## src/rtl/uart_tx_arbiter_if.sv

```systemverilog
`default_nettype none
// ============================================================================
// Module   : uart_tx_arbiter_if
// Purpose  : Bundles the requester-side request/data lines and the
//            transmitter-side start/data/busy lines of the UART TX arbiter.
//            The master modport is the environment (clients + serializer),
//            the slave modport is the arbiter itself.
// Revision : 1.0 - initial release
// ============================================================================
interface uart_tx_arbiter_if #(
  parameter int N_REQ  = 4,
  parameter int DATA_W = 8
) ();

  localparam int c_ID_W = $clog2(N_REQ);

  logic [N_REQ-1:0]        req;
  logic [N_REQ*DATA_W-1:0] req_data;
  logic [N_REQ-1:0]        gnt;
  logic                    tx_start;
  logic [DATA_W-1:0]       tx_data;
  logic                    tx_busy;
  logic                    active;
  logic [c_ID_W-1:0]       cur_id;
  logic                    err_timeout;

  // Clients and the serializer drive requests and busy, observe the rest
  modport master (
    output req, req_data, tx_busy,
    input  gnt, tx_start, tx_data, active, cur_id, err_timeout
  );

  // The arbiter consumes requests and busy, drives grants and the TX side
  modport slave (
    input  req, req_data, tx_busy,
    output gnt, tx_start, tx_data, active, cur_id, err_timeout
  );

endinterface
`default_nettype wire

```

## src/rtl/uart_tx_arbiter.sv

```systemverilog
`default_nettype none
// ============================================================================
// Module   : uart_tx_arbiter
// Purpose  : Round-robin arbiter sharing one byte-wide UART transmitter among
//            N_REQ clients. One byte is accepted per grant, a single-cycle
//            tx_start is issued, and the frame is tracked through tx_busy.
//            A transmitter that never raises busy is abandoned after
//            BUSY_TIMEOUT cycles with a one-cycle err_timeout pulse.
// Revision : 1.0 - initial release
// ============================================================================
module uart_tx_arbiter #(
  parameter int N_REQ        = 4,
  parameter int DATA_W       = 8,
  parameter int BUSY_TIMEOUT = 16
) (
  input  logic              clk,
  input  logic              rst_n,
  uart_tx_arbiter_if.slave  bus
);

  localparam int c_ID_W  = $clog2(N_REQ);
  localparam int c_CNT_W = $clog2(BUSY_TIMEOUT);

  // Counter value on which the busy wait is declared lost
  localparam logic [c_CNT_W-1:0] c_TO_LAST = c_CNT_W'(BUSY_TIMEOUT - 1);
  localparam logic [c_ID_W-1:0]  c_ID_LAST = c_ID_W'(N_REQ - 1);

  typedef enum logic [1:0] {
    S_IDLE      = 2'd0,
    S_ISSUE     = 2'd1,
    S_WAIT_BUSY = 2'd2,
    S_WAIT_DONE = 2'd3
  } state_t;

  state_t               r_state;
  logic [N_REQ-1:0]     r_gnt;
  logic                 r_tx_start;
  logic [DATA_W-1:0]    r_tx_data;
  logic                 r_active;
  logic [c_ID_W-1:0]    r_cur_id;
  logic                 r_err_timeout;
  logic [c_ID_W-1:0]    r_rr_ptr;
  logic [c_CNT_W-1:0]   r_cnt;

  logic                 w_any;
  logic [c_ID_W-1:0]    w_sel;
  logic [N_REQ-1:0]     w_gnt;
  logic [DATA_W-1:0]    w_data;
  logic [c_ID_W-1:0]    w_next_ptr;

  // Rotating priority search: the first requester at or after r_rr_ptr wins.
  // Both loops unroll to constant indices so no variable bit-select is needed.
  always_comb begin
    w_any  = 1'b0;
    w_sel  = '0;
    w_gnt  = '0;
    w_data = '0;
    for (int k = 0; k < N_REQ; k++) begin
      for (int i = 0; i < N_REQ; i++) begin
        if (!w_any && bus.req[i] && (((int'(r_rr_ptr) + k) % N_REQ) == i)) begin
          w_any    = 1'b1;
          w_sel    = c_ID_W'(i);
          w_gnt[i] = 1'b1;
          w_data   = bus.req_data[i*DATA_W +: DATA_W];
        end
      end
    end
  end

  // The served requester drops to lowest priority once its frame is closed
  always_comb begin
    w_next_ptr = (r_cur_id == c_ID_LAST) ? '0 : r_cur_id + c_ID_W'(1);
  end

  // Frame sequencer; every output is a register written here
  always_ff @(posedge clk) begin
    if (!rst_n) begin
      r_state       <= S_IDLE;
      r_gnt         <= '0;
      r_tx_start    <= 1'b0;
      r_tx_data     <= '0;
      r_active      <= 1'b0;
      r_cur_id      <= '0;
      r_err_timeout <= 1'b0;
      r_rr_ptr      <= '0;
      r_cnt         <= '0;
    end else begin
      // Pulsed outputs default low; only the owning state raises them
      r_gnt         <= '0;
      r_tx_start    <= 1'b0;
      r_err_timeout <= 1'b0;

      case (r_state)
        S_IDLE: begin
          // A busy transmitter here belongs to someone else; never collide
          if (!bus.tx_busy && w_any) begin
            r_gnt     <= w_gnt;
            r_tx_data <= w_data;
            r_cur_id  <= w_sel;
            r_active  <= 1'b1;
            r_state   <= S_ISSUE;
          end
        end

        S_ISSUE: begin
          r_tx_start <= 1'b1;
          r_cnt      <= '0;
          r_state    <= S_WAIT_BUSY;
        end

        S_WAIT_BUSY: begin
          if (bus.tx_busy) begin
            r_state <= S_WAIT_DONE;
          end else if (r_cnt == c_TO_LAST) begin
            // Byte is dropped: the client already saw its grant, no retry
            r_err_timeout <= 1'b1;
            r_rr_ptr      <= w_next_ptr;
            r_active      <= 1'b0;
            r_state       <= S_IDLE;
          end else begin
            r_cnt <= r_cnt + c_CNT_W'(1);
          end
        end

        S_WAIT_DONE: begin
          if (!bus.tx_busy) begin
            r_rr_ptr <= w_next_ptr;
            r_active <= 1'b0;
            r_state  <= S_IDLE;
          end
        end

        default: begin
          r_active <= 1'b0;
          r_state  <= S_IDLE;
        end
      endcase
    end
  end

  assign bus.gnt         = r_gnt;
  assign bus.tx_start    = r_tx_start;
  assign bus.tx_data     = r_tx_data;
  assign bus.active      = r_active;
  assign bus.cur_id      = r_cur_id;
  assign bus.err_timeout = r_err_timeout;

  // Structural invariants of the grant/start outputs
  a_gnt_onehot : assert property (@(posedge clk) disable iff (!rst_n)
                                  $onehot0(r_gnt));
  a_gnt_start_excl : assert property (@(posedge clk) disable iff (!rst_n)
                                      !((|r_gnt) && r_tx_start));

endmodule
`default_nettype wire

```

## src/flat_wrapper.sv

```systemverilog
// flat-port wrapper written by rule: the top's interface ports become plain ports
module uart_tx_arbiter_flat 
#(
  parameter int N_REQ        = 4,
  parameter int DATA_W       = 8,
  parameter int BUSY_TIMEOUT = 16
)
  (clk, rst_n, bus_req, bus_req_data, bus_tx_busy, bus_gnt, bus_tx_start, bus_tx_data, bus_active, bus_cur_id, bus_err_timeout);
  uart_tx_arbiter_if #(.N_REQ(N_REQ), .DATA_W(DATA_W)) bus_i ();
  input  logic clk;
  input  logic rst_n;
  input wire logic [$bits(bus_i.req)-1:0] bus_req;
  input wire logic [$bits(bus_i.req_data)-1:0] bus_req_data;
  input wire logic [$bits(bus_i.tx_busy)-1:0] bus_tx_busy;
  output wire logic [$bits(bus_i.gnt)-1:0] bus_gnt;
  output wire logic [$bits(bus_i.tx_start)-1:0] bus_tx_start;
  output wire logic [$bits(bus_i.tx_data)-1:0] bus_tx_data;
  output wire logic [$bits(bus_i.active)-1:0] bus_active;
  output wire logic [$bits(bus_i.cur_id)-1:0] bus_cur_id;
  output wire logic [$bits(bus_i.err_timeout)-1:0] bus_err_timeout;
  assign bus_i.req = bus_req;
  assign bus_i.req_data = bus_req_data;
  assign bus_i.tx_busy = bus_tx_busy;
  assign bus_gnt = bus_i.gnt;
  assign bus_tx_start = bus_i.tx_start;
  assign bus_tx_data = bus_i.tx_data;
  assign bus_active = bus_i.active;
  assign bus_cur_id = bus_i.cur_id;
  assign bus_err_timeout = bus_i.err_timeout;
  uart_tx_arbiter #(.N_REQ(N_REQ), .DATA_W(DATA_W), .BUSY_TIMEOUT(BUSY_TIMEOUT)) u_core (.clk(clk), .rst_n(rst_n), .bus(bus_i));
endmodule
```

## config.mk

```make
export PLATFORM = sky130hd
export DESIGN_NAME = uart_tx_arbiter_flat
export DESIGN_NICKNAME = d
export VERILOG_FILES = /design/src/rtl/uart_tx_arbiter_if.sv /design/src/rtl/uart_tx_arbiter.sv /design/src/flat_wrapper.sv
export SDC_FILE = /design/constraint.sdc
export NUM_CORES = 1
export LEC_CHECK = 0
export ABC_AREA = 1
export CORE_ASPECT_RATIO = 0.9
export CORE_MARGIN = 8
export CORE_UTILIZATION = 50
export DETAILED_ROUTE_END_ITERATION = 7
export PLACE_DENSITY = 0.89
export SLEW_MARGIN = 10
export SYNTH_ARGS = -nofsm -noshare
export SYNTH_HDL_FRONTEND = slang
export SYNTH_SLANG_ARGS = --single-unit
```

## constraint.sdc

```tcl
create_clock -name clk -period 2.7 [get_ports clk]
set_input_delay 0.405 -clock clk [delete_from_list [all_inputs] [get_ports clk]]
set_output_delay 0.405 -clock clk [all_outputs]
set_load 0.02 [all_outputs]
```

==> flow_summary.ini <==
[finish]
fin_area_sq_um = 3490
fin_nets = 597
diodes = 0
final_common_cell = nor2_1
layout-drive-gt1-share = 0.126
area_delta_synth_final_pct = 34.1
layout_common_cells = nor2_1 (120), nand2_1 (119), nand3_1 (69), inv_1 (59), clkdlybuf4s50_1 (55)

[drt]
first_pass_iters = 7
vias = 3345
drt_iter0_markers = 262
routed_via_density = 5.38
antenna_left = 0
routed_wl_mm = 9.09
post_drt_wl_per_cell_um = 14.6
drc = 0

[logic_synthesis]
syn-instance-count = 472
syn_avg_cell_area_sq_um = 5.51
ys_seq_area_frac = 0.192
synth_cell_type_count = 26
ys_seq_elements = 25
yosys_warnings = 0
synth_fp_nets = 513
syn_area_sq_um = 2600

[flow_run]
cap_viol_max_count = 0

[sta]
post-route-period-util = 0.932
layout_min_cycle_time_ns = 2.52
maxSlewViolCount = 0
rsz0062_at_grt = false
setup_tns_ns = 0
slew_headroom = 0.695
setup_viol = 0
finalHoldViolations = 0
tightest_slew_ns = 0.455
skew_ns = 0.00876
fmax_mhz = 397

[die]
rows = 25
start_util = 0.507
die_x_um = 92.0
fp.coreArea_sq_um = 5130
ioPinCount = 56
die_height_um = 84.4
die_area_sq_um = 7770

[pwr]
intPower_uw = 1060
p_per_area_nw_per_um2 = 583
finalPower_uw = 2030
sw_frac_of_total = 0.478
ir_worst_vdd_uv = 345
pwr-share-seq = 0.241
p_sw_uw = 971
combPwrFrac = 0.648
power_leakage_uw = 0.00178
clkPwrFrac = 0.112

[critical_path]
cp.arrival_ns = 2.73
worstSetupPathType = reg -> reg
path_max_fanout = 7
r2r_start = u_core.r_rr_ptr[0]
critPathCaptureType = flop
worstPathRequired_ns = 2.91
r2r_setup_slack_ns = 0.18
critical_path.startpoint = u_core.r_rr_ptr[0]
critical_path.startpoint_type = flop

[global_routing]
grt_pass1_vias = 3156
grt_max_degree = 16
globalRouteOverflowTotal = 0
antenna_found_initial = 0
grt_usage = 0.228
grt_first_pass_wirelength_mm = 14.8

[cts]
cts-root-buf = clkbuf_8
cts-htree-levels = 1
clkLatencyLatePin_ns = 0.27
cts_sinks = 25
cts_buffers = 3
cts.clk_slew.worst_paths_ns = 0.09
clk_path_buf_depth = 2
post_cts_buffers = 0
cts_tree = yes

[place]
place_area_sq_um = 3430
gp_congestion = 1.05
io_buffer_count = 55
dpl.hpwl_mm = 7.33

[run_status]
status = finished clean

[worst_hold_path]
hold_start = u_core.bus.active
hold_class = reg -> reg
## power groups by stage
stage               Clock (uW)  Sequential [uW]  Combinational [uW]
floorplan                    0              542                 788
global placement             0              490                1280
detailed placement           0              491                1300
CTS                        226              484                1300
global route               244              496                1460
finish                     227              489                1320
## cell usage after synthesis
library cell | n | area (sq um)
nor2_1 | 120 | 450
nand2_1 | 119 | 447
nand3_1 | 70 | 350
inv_1 | 59 | 221
dfxtp_1 | 25 | 500
nand4_1 | 13 | 81.3
a21oi_1 | 9 | 45.0
nor2_4 | 7 | 78.8
inv_2 | 6 | 22.5
nor3_1 | 6 | 30.0
nand3_2 | 5 | 50.1
clkbuf_1 | 4 | 15.0
nand4_2 | 4 | 50.1
nand4_4 | 4 | 85.1
o21ai_0 | 4 | 20.0
nor2_2 | 3 | 18.8
and3_1 | 2 | 12.5
buf_2 | 2 | 10.0
buf_6 | 2 | 22.5
ha_1 | 2 | 25.0
a311oi_1 | 1 | 8.76
a31oi_1 | 1 | 6.26
buf_4 | 1 | 7.51
nand2_4 | 1 | 11.3
nor2_8 | 1 | 20.0
nor3_2 | 1 | 10.0
## logic make-up (layout without fill, tap and decap cells)
kind of cell / after synthesis / after routing / share of synthesized area
buf+inv: 74 / 157 / 0.115
compound gates: 15 / 15 / 0.0308
fa+ha+maj: 2 / 2 / 0.00962
simple gates: 356 / 356 / 0.652
flops: 25 / 25 / 0.192
## layer usage
layer  vias to the layer above  routed length [um]  global-route usage
li1                       1662                   -                   -
met5                         -                   0                   0
met2                       153                4110               0.369
met4                         0                 246              0.0629
met1                      1509                4020               0.297
met3                        21                 717              0.0463
## metrics by stage
step                      hold WS (ns)  setup WS [ns]  instances   util
after global placement           0.442        -0.0441        618  0.668
final                            0.461          0.184        622  0.680
after global routing             0.488        0.00530        622  0.680
after detailed placement         0.443        -0.0286        618  0.668
after CTS                        0.459          0.185        622  0.678
after floorplan                  0.443          0.591        472      -
## worst max-delay path, cell delays in order (launching register included)
cell and delay (ns):
dfxtp_1 0.59, inv_1 0.17, nand3_2 0.18, nand3_2 0.11, nor2_4 0.12, nand4_2 0.12
nor2_4 0.14, nand3_2 0.13, nor2_4 0.17, nand4_2 0.13, nor2_1 0.25, nand3_1 0.11
nand3_1 0.10, nor2_1 0.04, nor2_1 0.09
## flip-flops by register name (all words and copies together) (netlist names)
register,cells
u_core.bus.err_timeout,1
u_core.bus.tx_data,8
u_core.bus.tx_start,1
u_core.r_rr_ptr,2
u_core.bus.gnt,4
u_core.bus.active,1
u_core.r_state,2
u_core.bus.cur_id,2
u_core.r_cnt,4
## final cells by class
cell class | instances | area, sq um
Multi-Input combinational cell | 373 | 1810
Timing Repair Buffer | 88 | 798
Clock buffer | 3 | 41.3
Fill cell | 476 | 1640
Tap cell | 67 | 83.8
Sequential cell | 25 | 500
Inverter | 65 | 244
Clock inverter | 1 | 7.51
## what timing repair did
item | CTS | global route
resized for setup | 0 | 2
endpoints found under the setup margin | 0 | 5
hold buffers | 0 | 0
## worst paths after layout
| check | end | cells past startpoint |
|---|---|---|
| max | u_core.bus.tx_data[5] | 14 |
| min | u_core.bus.active | 2 |
| max reg2reg | u_core.bus.tx_data[5] | 14 |
| min reg2reg | u_core.bus.active | 2 |
No activity file was read; power rests on OpenSTA's default activity.
